File: config.mk
export PLATFORM = sky130hd
export DESIGN_NAME = mem_req_sequencer
export DESIGN_NICKNAME = d
export VERILOG_FILES = /design/src/rtl/mem_req_seq_pkg.sv /design/src/rtl/mem_req_sequencer_credit.sv /design/src/rtl/mem_req_sequencer.sv
export SDC_FILE = /design/constraint.sdc
export NUM_CORES = 1
export LEC_CHECK = 0
export CAP_MARGIN = 40
export CORE_MARGIN = 2
export CORE_UTILIZATION = 33
export CTS_CLUSTER_DIAMETER = 60
export DETAILED_ROUTE_END_ITERATION = 10
export SYNTH_ARGS = -nofsm -noshare
export SYNTH_HDL_FRONTEND = slang
export SYNTH_SLANG_ARGS = --single-unit
File: constraint.sdc
create_clock -name clk -period 3.35 [get_ports clk]
set_input_delay 0.335 -clock clk [delete_from_list [all_inputs] [get_ports clk]]
set_output_delay 0.335 -clock clk [all_outputs]
set_load 0.02 [all_outputs]
File: src/rtl/mem_req_seq_pkg.sv
// Shared types and constants for the memory request sequencer.
package mem_req_seq_pkg;

  typedef enum logic [2:0] {
    IDLE,
    WLOAD,
    IFETCH,
    WAIT_CMP,
    WRES,
    DONE
  } state_t;

  localparam logic [1:0] REG_SEL_IMG_ADDR    = 2'b00;
  localparam logic [1:0] REG_SEL_IMG_CNT     = 2'b01;
  localparam logic [1:0] REG_SEL_RSLT_ADDR   = 2'b10;
  localparam logic [1:0] REG_SEL_WEIGHT_ADDR = 2'b11;

  localparam int ADDR_W = 28;

  // Bits needed to hold values 0..n inclusive (at least 1).
  function automatic int cnt_width(input int n);
    int w;
    w = $clog2(n + 1);
    return (w < 1) ? 1 : w;
  endfunction

endpackage

File: src/rtl/mem_req_sequencer_credit.sv
// req_credit_cnt: tracks read requests issued but not yet answered.
// A response arriving with nothing outstanding is flagged and dropped.
module req_credit_cnt
  import mem_req_seq_pkg::*;
#(
  parameter int MAX_OUTSTANDING = 8
) (
  input  logic clk,
  input  logic rst_n,
  input  logic clr,
  input  logic inc,
  input  logic dec,
  output logic full,
  output logic empty,
  output logic underflow
);

  localparam int CW = cnt_width(MAX_OUTSTANDING);
  localparam logic [CW-1:0] MAX_C = CW'(MAX_OUTSTANDING);

  logic [CW-1:0] cnt_reg;
  logic [CW-1:0] cnt_next;

  assign empty     = (cnt_reg == '0);
  assign full      = (cnt_reg == MAX_C);
  assign underflow = dec && !inc && empty && !clr;

  // Next count: simultaneous issue and response cancel out.
  always_comb begin
    cnt_next = cnt_reg;
    if (clr) begin
      cnt_next = '0;
    end else if (inc && !dec) begin
      cnt_next = cnt_reg + 1'b1;
    end else if (dec && !inc && !empty) begin
      cnt_next = cnt_reg - 1'b1;
    end
  end

  // Count register.
  always_ff @(posedge clk) begin
    if (!rst_n) begin
      cnt_reg <= '0;
    end else begin
      cnt_reg <= cnt_next;
    end
  end

endmodule

File: src/rtl/mem_req_sequencer.sv
// mem_req_sequencer: drives the address/count register block strobes and
// the memory request port. Per job: weight load, then per image a block
// fetch, wait for compute, and a single result write.
// Optional stall timeout: define MEM_REQ_SEQ_TIMEOUT_EN.
module mem_req_sequencer
  import mem_req_seq_pkg::*;
#(
  parameter int WEIGHT_WORDS    = 64,
  parameter int BLOCKS_PER_IMG  = 16,
  parameter int MAX_OUTSTANDING = 8,
  parameter int TIMEOUT_CYCLES  = 1024
) (
  input  logic              clk,
  input  logic              rst_n,
  input  logic              start,
  input  logic [ADDR_W-1:0] img_total,
  input  logic              host_wr_active,
  input  logic              compute_done,
  output logic [1:0]        rd_reg_sel,
  input  logic [31:0]       reg_rd_data,
  output logic              inc_img_addr,
  output logic              inc_img_cnt,
  output logic              inc_rslt_addr,
  output logic              inc_weight_addr,
  output logic              mem_req_valid,
  input  logic              mem_req_ready,
  output logic [ADDR_W-1:0] mem_req_addr,
  output logic              mem_req_wr,
  input  logic              mem_rsp_valid,
  output logic              busy,
  output logic              done,
  output logic              err
);

  localparam int PH_MAX = (WEIGHT_WORDS > BLOCKS_PER_IMG) ? WEIGHT_WORDS : BLOCKS_PER_IMG;
  localparam int PH_W   = cnt_width(PH_MAX);
  localparam logic [PH_W-1:0] W_LAST = PH_W'(WEIGHT_WORDS - 1);
  localparam logic [PH_W-1:0] B_LAST = PH_W'(BLOCKS_PER_IMG - 1);

  state_t              state_reg, state_next;
  logic [PH_W-1:0]     req_cnt_reg, req_cnt_next;
  logic [ADDR_W-1:0]   img_total_reg, img_total_next;
  logic [ADDR_W-1:0]   images_done_reg, images_done_next;
  logic                cmp_latch_reg;
  logic                err_reg;

  logic start_acc;
  logic cmp_clr;
  logic hs;
  logic rd_hs;
  logic credit_full, credit_empty, credit_underflow;
  logic timeout;
  logic ign_rsp;

  assign mem_req_addr = reg_rd_data[ADDR_W-1:0];
  assign hs           = mem_req_valid && mem_req_ready;
  assign rd_hs        = hs && !mem_req_wr;
  assign busy         = (state_reg == WLOAD) || (state_reg == IFETCH) ||
                        (state_reg == WAIT_CMP) || (state_reg == WRES);
  assign done         = (state_reg == DONE);
  assign err          = err_reg;

  req_credit_cnt #(
    .MAX_OUTSTANDING(MAX_OUTSTANDING)
  ) u_credit (
    .clk      (clk),
    .rst_n    (rst_n),
    .clr      (timeout),
    .inc      (rd_hs),
    .dec      (mem_rsp_valid && !ign_rsp),
    .full     (credit_full),
    .empty    (credit_empty),
    .underflow(credit_underflow)
  );

`ifdef MEM_REQ_SEQ_TIMEOUT_EN
  localparam int TW = cnt_width(TIMEOUT_CYCLES);
  localparam logic [TW-1:0] T_LAST = TW'(TIMEOUT_CYCLES - 1);

  logic [TW-1:0] stall_cnt_reg;
  logic          ign_rsp_reg;
  logic          unused_rd_hi;

  assign unused_rd_hi = ^reg_rd_data[31:ADDR_W];
  assign timeout = mem_req_valid && !mem_req_ready && (stall_cnt_reg == T_LAST);
  assign ign_rsp = ign_rsp_reg;

  // Stall counter and post-timeout response squelch.
  always_ff @(posedge clk) begin
    if (!rst_n) begin
      stall_cnt_reg <= '0;
      ign_rsp_reg   <= 1'b0;
    end else begin
      if (mem_req_valid && !mem_req_ready && !timeout) begin
        stall_cnt_reg <= stall_cnt_reg + 1'b1;
      end else begin
        stall_cnt_reg <= '0;
      end
      if (timeout) begin
        ign_rsp_reg <= 1'b1;
      end else if (start_acc) begin
        ign_rsp_reg <= 1'b0;
      end
    end
  end
`else
  logic [31:0] unused_cfg;
  assign unused_cfg = TIMEOUT_CYCLES ^ {28'd0, reg_rd_data[31:ADDR_W]};
  assign timeout = 1'b0;
  assign ign_rsp = 1'b0;
`endif

  // Request port decode: select, direction and gated valid per state.
  always_comb begin
    rd_reg_sel    = REG_SEL_IMG_ADDR;
    mem_req_valid = 1'b0;
    mem_req_wr    = 1'b0;
    case (state_reg)
      WLOAD: begin
        rd_reg_sel    = REG_SEL_WEIGHT_ADDR;
        mem_req_valid = !host_wr_active && !credit_full;
      end
      IFETCH: begin
        rd_reg_sel    = REG_SEL_IMG_ADDR;
        mem_req_valid = !host_wr_active && !credit_full;
      end
      WRES: begin
        rd_reg_sel    = REG_SEL_RSLT_ADDR;
        mem_req_wr    = 1'b1;
        mem_req_valid = !host_wr_active;
      end
      default: begin
        rd_reg_sel = REG_SEL_IMG_ADDR;
      end
    endcase
  end

  // Next state, phase counters and increment strobes.
  always_comb begin
    state_next       = state_reg;
    req_cnt_next     = req_cnt_reg;
    img_total_next   = img_total_reg;
    images_done_next = images_done_reg;
    start_acc        = 1'b0;
    cmp_clr          = 1'b0;
    inc_img_addr     = 1'b0;
    inc_img_cnt      = 1'b0;
    inc_rslt_addr    = 1'b0;
    inc_weight_addr  = 1'b0;
    case (state_reg)
      IDLE: begin
        if (start) begin
          start_acc        = 1'b1;
          img_total_next   = img_total;
          images_done_next = '0;
          req_cnt_next     = '0;
          if (img_total == '0) begin
            state_next = DONE;
          end else if (WEIGHT_WORDS == 0) begin
            state_next = IFETCH;
          end else begin
            state_next = WLOAD;
          end
        end
      end
      WLOAD: begin
        if (hs) begin
          inc_weight_addr = 1'b1;
          if (req_cnt_reg == W_LAST) begin
            req_cnt_next = '0;
            state_next   = IFETCH;
          end else begin
            req_cnt_next = req_cnt_reg + 1'b1;
          end
        end
      end
      IFETCH: begin
        if (hs) begin
          inc_img_addr = 1'b1;
          if (req_cnt_reg == B_LAST) begin
            req_cnt_next = '0;
            state_next   = WAIT_CMP;
          end else begin
            req_cnt_next = req_cnt_reg + 1'b1;
          end
        end
      end
      WAIT_CMP: begin
        if (credit_empty && cmp_latch_reg) begin
          cmp_clr    = 1'b1;
          state_next = WRES;
        end
      end
      WRES: begin
        if (hs) begin
          inc_rslt_addr    = 1'b1;
          inc_img_cnt      = 1'b1;
          images_done_next = images_done_reg + 1'b1;
          if ((images_done_reg + 1'b1) == img_total_reg) begin
            state_next = DONE;
          end else begin
            state_next = IFETCH;
          end
        end
      end
      DONE: begin
        state_next = IDLE;
      end
      default: begin
        state_next = IDLE;
      end
    endcase
    if (timeout) begin
      state_next = DONE;
    end
  end

  // State and job bookkeeping registers.
  always_ff @(posedge clk) begin
    if (!rst_n) begin
      state_reg       <= IDLE;
      req_cnt_reg     <= '0;
      img_total_reg   <= '0;
      images_done_reg <= '0;
    end else begin
      state_reg       <= state_next;
      req_cnt_reg     <= req_cnt_next;
      img_total_reg   <= img_total_next;
      images_done_reg <= images_done_next;
    end
  end

  // Sticky compute-done latch; consumed when the result write is entered.
  always_ff @(posedge clk) begin
    if (!rst_n) begin
      cmp_latch_reg <= 1'b0;
    end else if (start_acc || cmp_clr) begin
      cmp_latch_reg <= 1'b0;
    end else if (compute_done && busy) begin
      cmp_latch_reg <= 1'b1;
    end
  end

  // Sticky error: set by stray responses or stall timeout, cleared on start.
  always_ff @(posedge clk) begin
    if (!rst_n) begin
      err_reg <= 1'b0;
    end else if (credit_underflow || timeout) begin
      err_reg <= 1'b1;
    end else if (start_acc) begin
      err_reg <= 1'b0;
    end
  end

endmodule

======== Word-level counts from Yosys, hierarchy flattened ========
Index checks and enable logic that the tools add are counted.
storage, ports and cells
  bits in registers ....................... 72
  input bits .............................. 67
  output and inout bits ................... 39
operators by class
  add/sub/neg operators ................... 4
  eq/ne operators ......................... 16
  muxes and demuxes ....................... 34
  bitwise gates (word level) .............. 1
  reductions and logical operators ........ 32
operators with widths
  operator                                              count
  two-way mux 28 bit                                    2
  one-hot mux 28 bit (2 select lines)                   1
  two-way mux 7 bit                                     5
  adder 28 x 1 -> 28 bit (second input constant)        1
  equality test 28 bit                                  1
  logical NOT 28 bit                                    1
  two-way mux 3 bit                                     9
  one-hot mux 7 bit (3 select lines)                    1
  one-hot mux 3 bit (5 select lines)                    1
  two-way mux 1 bit                                     11
  logical AND 1 bit                                     9
  two-way mux 4 bit                                     2
  != test 2 bit (second input constant)                 4
  adder 7 x 1 -> 7 bit (second input constant)          1
  equality test 7 x 4 -> 1 bit (second input constant)  1
  equality test 7 x 6 -> 1 bit (second input constant)  1
  AND reduction 7 bit                                   1
  equality test 3 x 2 -> 1 bit (second input constant)  2
  equality test 3 bit (second input constant)           2
  logical NOT 1 bit                                     6
  != test 2 x 1 -> 1 bit (second input constant)        3
  nonzero test 2 bit                                    3
  adder 4 x 1 -> 4 bit (second input constant)          1
  equality test 4 bit (second input constant)           1
  13 further kinds                                      17

======== Depth between registers and ports, before layout ========
Gate-level depths: netlist of the first run.
  word-level depth ........................ 11
  depth in mapped cells ................... 14

======== Hierarchy ========
From an unflattened synthesis of the first run, not the netlist that was laid out.
unflattened totals
  cell total of the unflattened synthesis .. 620
  area, all modules ....................... 4735.8 um^2
by module, submodules not included
  module             times used  cells an instance  area an instance (um^2)  sequential area each (um^2)
  mem_req_sequencer  1           590                4419.2                   1361.3
  req_credit_cnt     1           30                 316.6                    80.1

======== Worst setup path after synthesis of the first run ========
Ideal clock, no wire load.
  path kind ............................... flip-flop to flip-flop
  from .................................... register state_reg[1]
  to ...................................... register u_credit.cnt_reg[3]
  arrival ................................. 2492 ps
  required time ........................... 3235 ps
  setup slack ............................. 743 ps
  cell stages (with the launch flop) ...... 14
  clock period less this slack ............ 2607 ps
  path through ............................ dfxtp_1 clkbuf_1 nand2b_1 a221oi_1 nand4_1 nor2_1 inv_1 ha_1 a21o_1 a21oi_1 nor3_1 a21oi_1 xnor2_1 and2_1
on the way
  word-level cells in the longest chain between the ends .. 9
  elaborated cells between the ends (all ways) .. 15
ends and longest elaborated chain
  element                                                                       line                            source
  start, declared                                                               mem_req_sequencer.sv:40         state_t state_reg, state_next;
  start signal, assigned                                                        mem_req_sequencer.sv:226        state_reg <= state_next;
  equality test 3 x 1 -> 1 bit or equality test 3 x 2 -> 1 bit (tied branches)  mem_req_sequencer.sv:118        case (state_reg)
  OR reduction 2 bit (no line)                                                  n/a
  one-hot mux 1 bit (2 select lines)                                            mem_req_sequencer.sv:118
  logical AND 1 bit                                                             mem_req_sequencer.sv:56         assign hs = mem_req_valid && mem_req_ready;
  logical AND 1 bit (*)                                                         mem_req_sequencer.sv:57         assign rd_hs = hs && !mem_req_wr;
  logical NOT 1 bit                                                             mem_req_sequencer_credit.sv:35  end else if (dec && !inc && !empty) begin
  logical AND 1 bit (2 in series)                                               mem_req_sequencer_credit.sv:35
  nonzero test 2 bit (no line)                                                  n/a
  end signal, assigned                                                          mem_req_sequencer_credit.sv:45  cnt_reg <= cnt_next;
  end, declared                                                                 mem_req_sequencer_credit.sv:21  logic [CW-1:0] cnt_reg;
Every way passes the cells marked *; elsewhere a longest branch is shown, timed or not.
A chain may end at the register's enable or synchronous reset.

======== Worst setup path after layout of the first run ========
  from .................................... register images_done_reg[0]
  to ...................................... register state_reg[0]
on the way
  word-level cells in the longest chain between the ends .. 5
ends and longest elaborated chain
  element                             line                      source
  start, declared                     mem_req_sequencer.sv:43   logic [ADDR_W-1:0] images_done_reg, images_done_next;
  start signal, assigned              mem_req_sequencer.sv:229  images_done_reg <= images_done_next;
  adder 28 x 1 -> 28 bit              mem_req_sequencer.sv:199  if ((images_done_reg + 1'b1) == img_total_reg) begin
  equality test 28 bit                mem_req_sequencer.sv:199
  two-way mux 3 bit                   mem_req_sequencer.sv:199
  two-way mux 3 bit                   mem_req_sequencer.sv:195  if (hs) begin
  one-hot mux 3 bit (5 select lines)  mem_req_sequencer.sv:150  case (state_reg)
No other way between the ends. The select of a mux whose other input is x is not followed.

==> results.toml, run 1 <==
[grt]
grt_max_degree = 51
antenna_found_initial = 0
grt_pass1_vias = 4087
grt_pass1_wl_um = 20400
overflow = 0
track_usage = 0.171

[timing]
period_share = 0.915
finalMaxSlewViolations = 0
tightest_slew_ns = 0.817
period_minus_slack_ns = 3.06
finalHoldViolCount = 0
rsz0062_at_grt = "no"
final.setup.tns_ns = 0
setup_viol = 0
fmax_mhz = 326
relSlewSlack = 0.456
fin_skew_ns = 0.00499

[route]
drt_iter0_drc = 206
antenna_left = 0
drtPass1Iterations = 4
wl_per_cell_um = 15.8
drc = 0
wl_um = 12500
vias_per_cell = 5.35
vias = 4235

[yosys]
synth_compound_area_frac = 0.203
syn_area_um2 = 4700
synth.area.mux_share = 0.00213
synth_top_family_by_area = "simple AND/OR/NAND/NOR gates"
synthXorXnorAreaFrac = 0.0895
synth_seq_cells = 72
ys_seq_area_frac = 0.307
yosys.area_share.adder = 0.0149
synth_fp_nets = 672
syn_avg_cell_area_um2 = 7.83
netlist_instances = 600
yosys_warnings = 0
ys_async_sr_fraction = 0
synth-simple-area-share = 0.296
ys_types = 65
synth_edf_count = 0
synth_ff_type = "dfxtp_1"

[clock_tree]
clock_path_buffers = 2
h-tree-depth = 3
postCtsHoldBufs = 0
cts.root.buffer_cell = "clkbuf_16"
cts-buffers-inserted = 9
cts.sinks = 72
post_cts_buffers = 0
clkTransAtPathRegs_ns = 0.06
cts_tree = "built"
clock_latency_ns = 0.34
ctsResizeCount = 0

[place]
io_buffers = 45
gp_congestion = 0.864
dp_hpwl_um = 8960
dp.cells = 776

[die]
start_util = 0.339
rows = 43
die-area_um2 = 15200
fp.coreArea_um2 = 13900
fp.dieW_um = 123
die_y_um = 123
io_pins = 106

[critical_path]
start_kind = "register"
critPathKind = "reg -> reg"
r2r_cells = 8
startpoint = "images_done_reg[0]"
cp.required_ns = 3.63
rr_endpoint = "state_reg[0]"
endpoint_kind = "register"
arrival_ns = 3.35
r2r-start = "images_done_reg[0]"
crit_fanout = 9
rrSetupSlack_ns = 0.29

[finish]
diodes = 0
drive_gt1_frac = 0.0753
syn_to_final_growth_pct = 15.0
final_nets = 679
fin_util = 0.389
fillers = 1452
fin_cells = 791

[run]
cap_violations = 0

[power_and_ir_drop]
p_leak_uw = 0.00194
p_per_area_nw_per_um2 = 576
worst_ir_drop_vdd_mv = 0.372

[outcome]
status = "finished, final reports clean"

[worst_hold_path]
min_to = "img_total_reg[17]"
hold_class = "reg -> reg"
holdCritStartpoint = "img_total_reg[17]"
whs_path_depth = 2
==> cell families (layout without fill, tap and decap cells) <==
group	after synthesis	after routing
simple gates	257	257
mux	1	1
compound gates	142	142
fa+ha+maj	5	5
xor+xnor	48	48
flops	72	72
buf+inv	75	86
==> power breakdown <==
| part | switching [uW] | internal, uW |
|---|---|---|
| logic | 618 | 467 |
| clock network | 362 | 592 |
| registers | 114 | 959 |
| total | 1090 | 2020 |
==> worst max-delay path, cell delays in order (launching register included) <==
cell	delay (ns)
dfxtp_1	0.48
ha_1	0.37
nand4_2	0.35
nor3_1	0.46
nand3b_1	0.14
a2111oi_2	0.39
nand4_1	0.15
nor4_2	0.44
a41o_1	0.23
==> per-layer routing <==
metal	track usage	share of wire
met1	0.220	0.44
met2	0.283	0.48
met3	0.0346	0.054
met4	0.0632	0.023
met5	0	0
==> final cells by class <==
type	count	area [um^2]	area share
timing repair buffer	58	543	0.100
clock inverter	3	42.5	0.00787
multi-input combinational	453	2860	0.529
tap	180	225	0.0417
inverter	13	48.8	0.00903
sequential	72	1440	0.267
clock buffer	12	246	0.0456
==> placed cells by master, fill, tap and decap left out, types with 3 or more instances in the layout <==
cell type,instances
a21oi_1,20
ha_1,4
nand3b_1,9
o21ai_0,31
o22ai_1,6
nand3_1,20
a21boi_0,42
clkdlybuf4s50_1,44
nor2_1,32
dfxtp_1,72
clkbuf_16,9
or4_2,3
nor4_4,3
and2_1,11
a31oi_1,7
nand2b_1,3
and3_1,8
xnor2_1,38
nand4_4,3
inv_1,13
nor3b_1,4
o21a_1,4
nor4_1,13
nor2b_1,11
xor2_1,10
a21o_1,5
nand2_1,95
buf_4,13
o31ai_1,5
nand4_1,12
nor3_1,14
==> worst max-delay path by stage <==
stage / slack [ns] / end
after CTS: 0.29 / state_reg[0]
after global placement: 0.43 / state_reg[0]
after floorplan: 0.74 / u_credit.cnt_reg[3]
after global routing: 0.03 / state_reg[0]
after detailed placement: 0.31 / state_reg[0]
final: 0.29 / state_reg[0]
==> synth_stat cells (all sizes together), types with 6 or more instances <==
master  instances  area share
nand4          16       0.032
nor4           18       0.034
inv            13       0.010
o22ai           6      0.0080
a31oi           7      0.0093
nand2          95       0.076
dfxtp          72        0.31
o21ai          31       0.033
nor2           34       0.028
xor2           10       0.019
nor2b          11       0.015
clkbuf         25       0.020
buf            37       0.057
nand3b          9       0.014
and2           11       0.015
nor3           15       0.017
a21oi          20       0.021
a21boi         42       0.067
and3            8       0.011
nand3          21       0.023
xnor2          38       0.071
==> metrics by stage <==
step                      cell area [um^2]  total power [uW]  setup WS (ns)  hold slack, ns
after floorplan                       4700              1880          0.743           0.454
after global placement                5110              2160          0.432           0.469
after detailed placement              5110              2180          0.307           0.474
after CTS                             5400              3140          0.292           0.482
after global routing                  5410              3320         0.0255           0.509
final                                 5410              3110          0.285           0.479
Note: power is estimated with default switching activity, not from simulation.
==> run 2, diff against run 1 <==
--- a/config.mk
+++ b/config.mk
@@ -5,7 +5,7 @@
 export SDC_FILE = /design/constraint.sdc
 export NUM_CORES = 1
 export LEC_CHECK = 0
-export CAP_MARGIN = 40
+export CAP_MARGIN = 20
 export CORE_MARGIN = 2
 export CORE_UTILIZATION = 33
 export CTS_CLUSTER_DIAMETER = 60
==> results of run 2 <==
Final layout, timing and power as in run 1 (identical DEF).
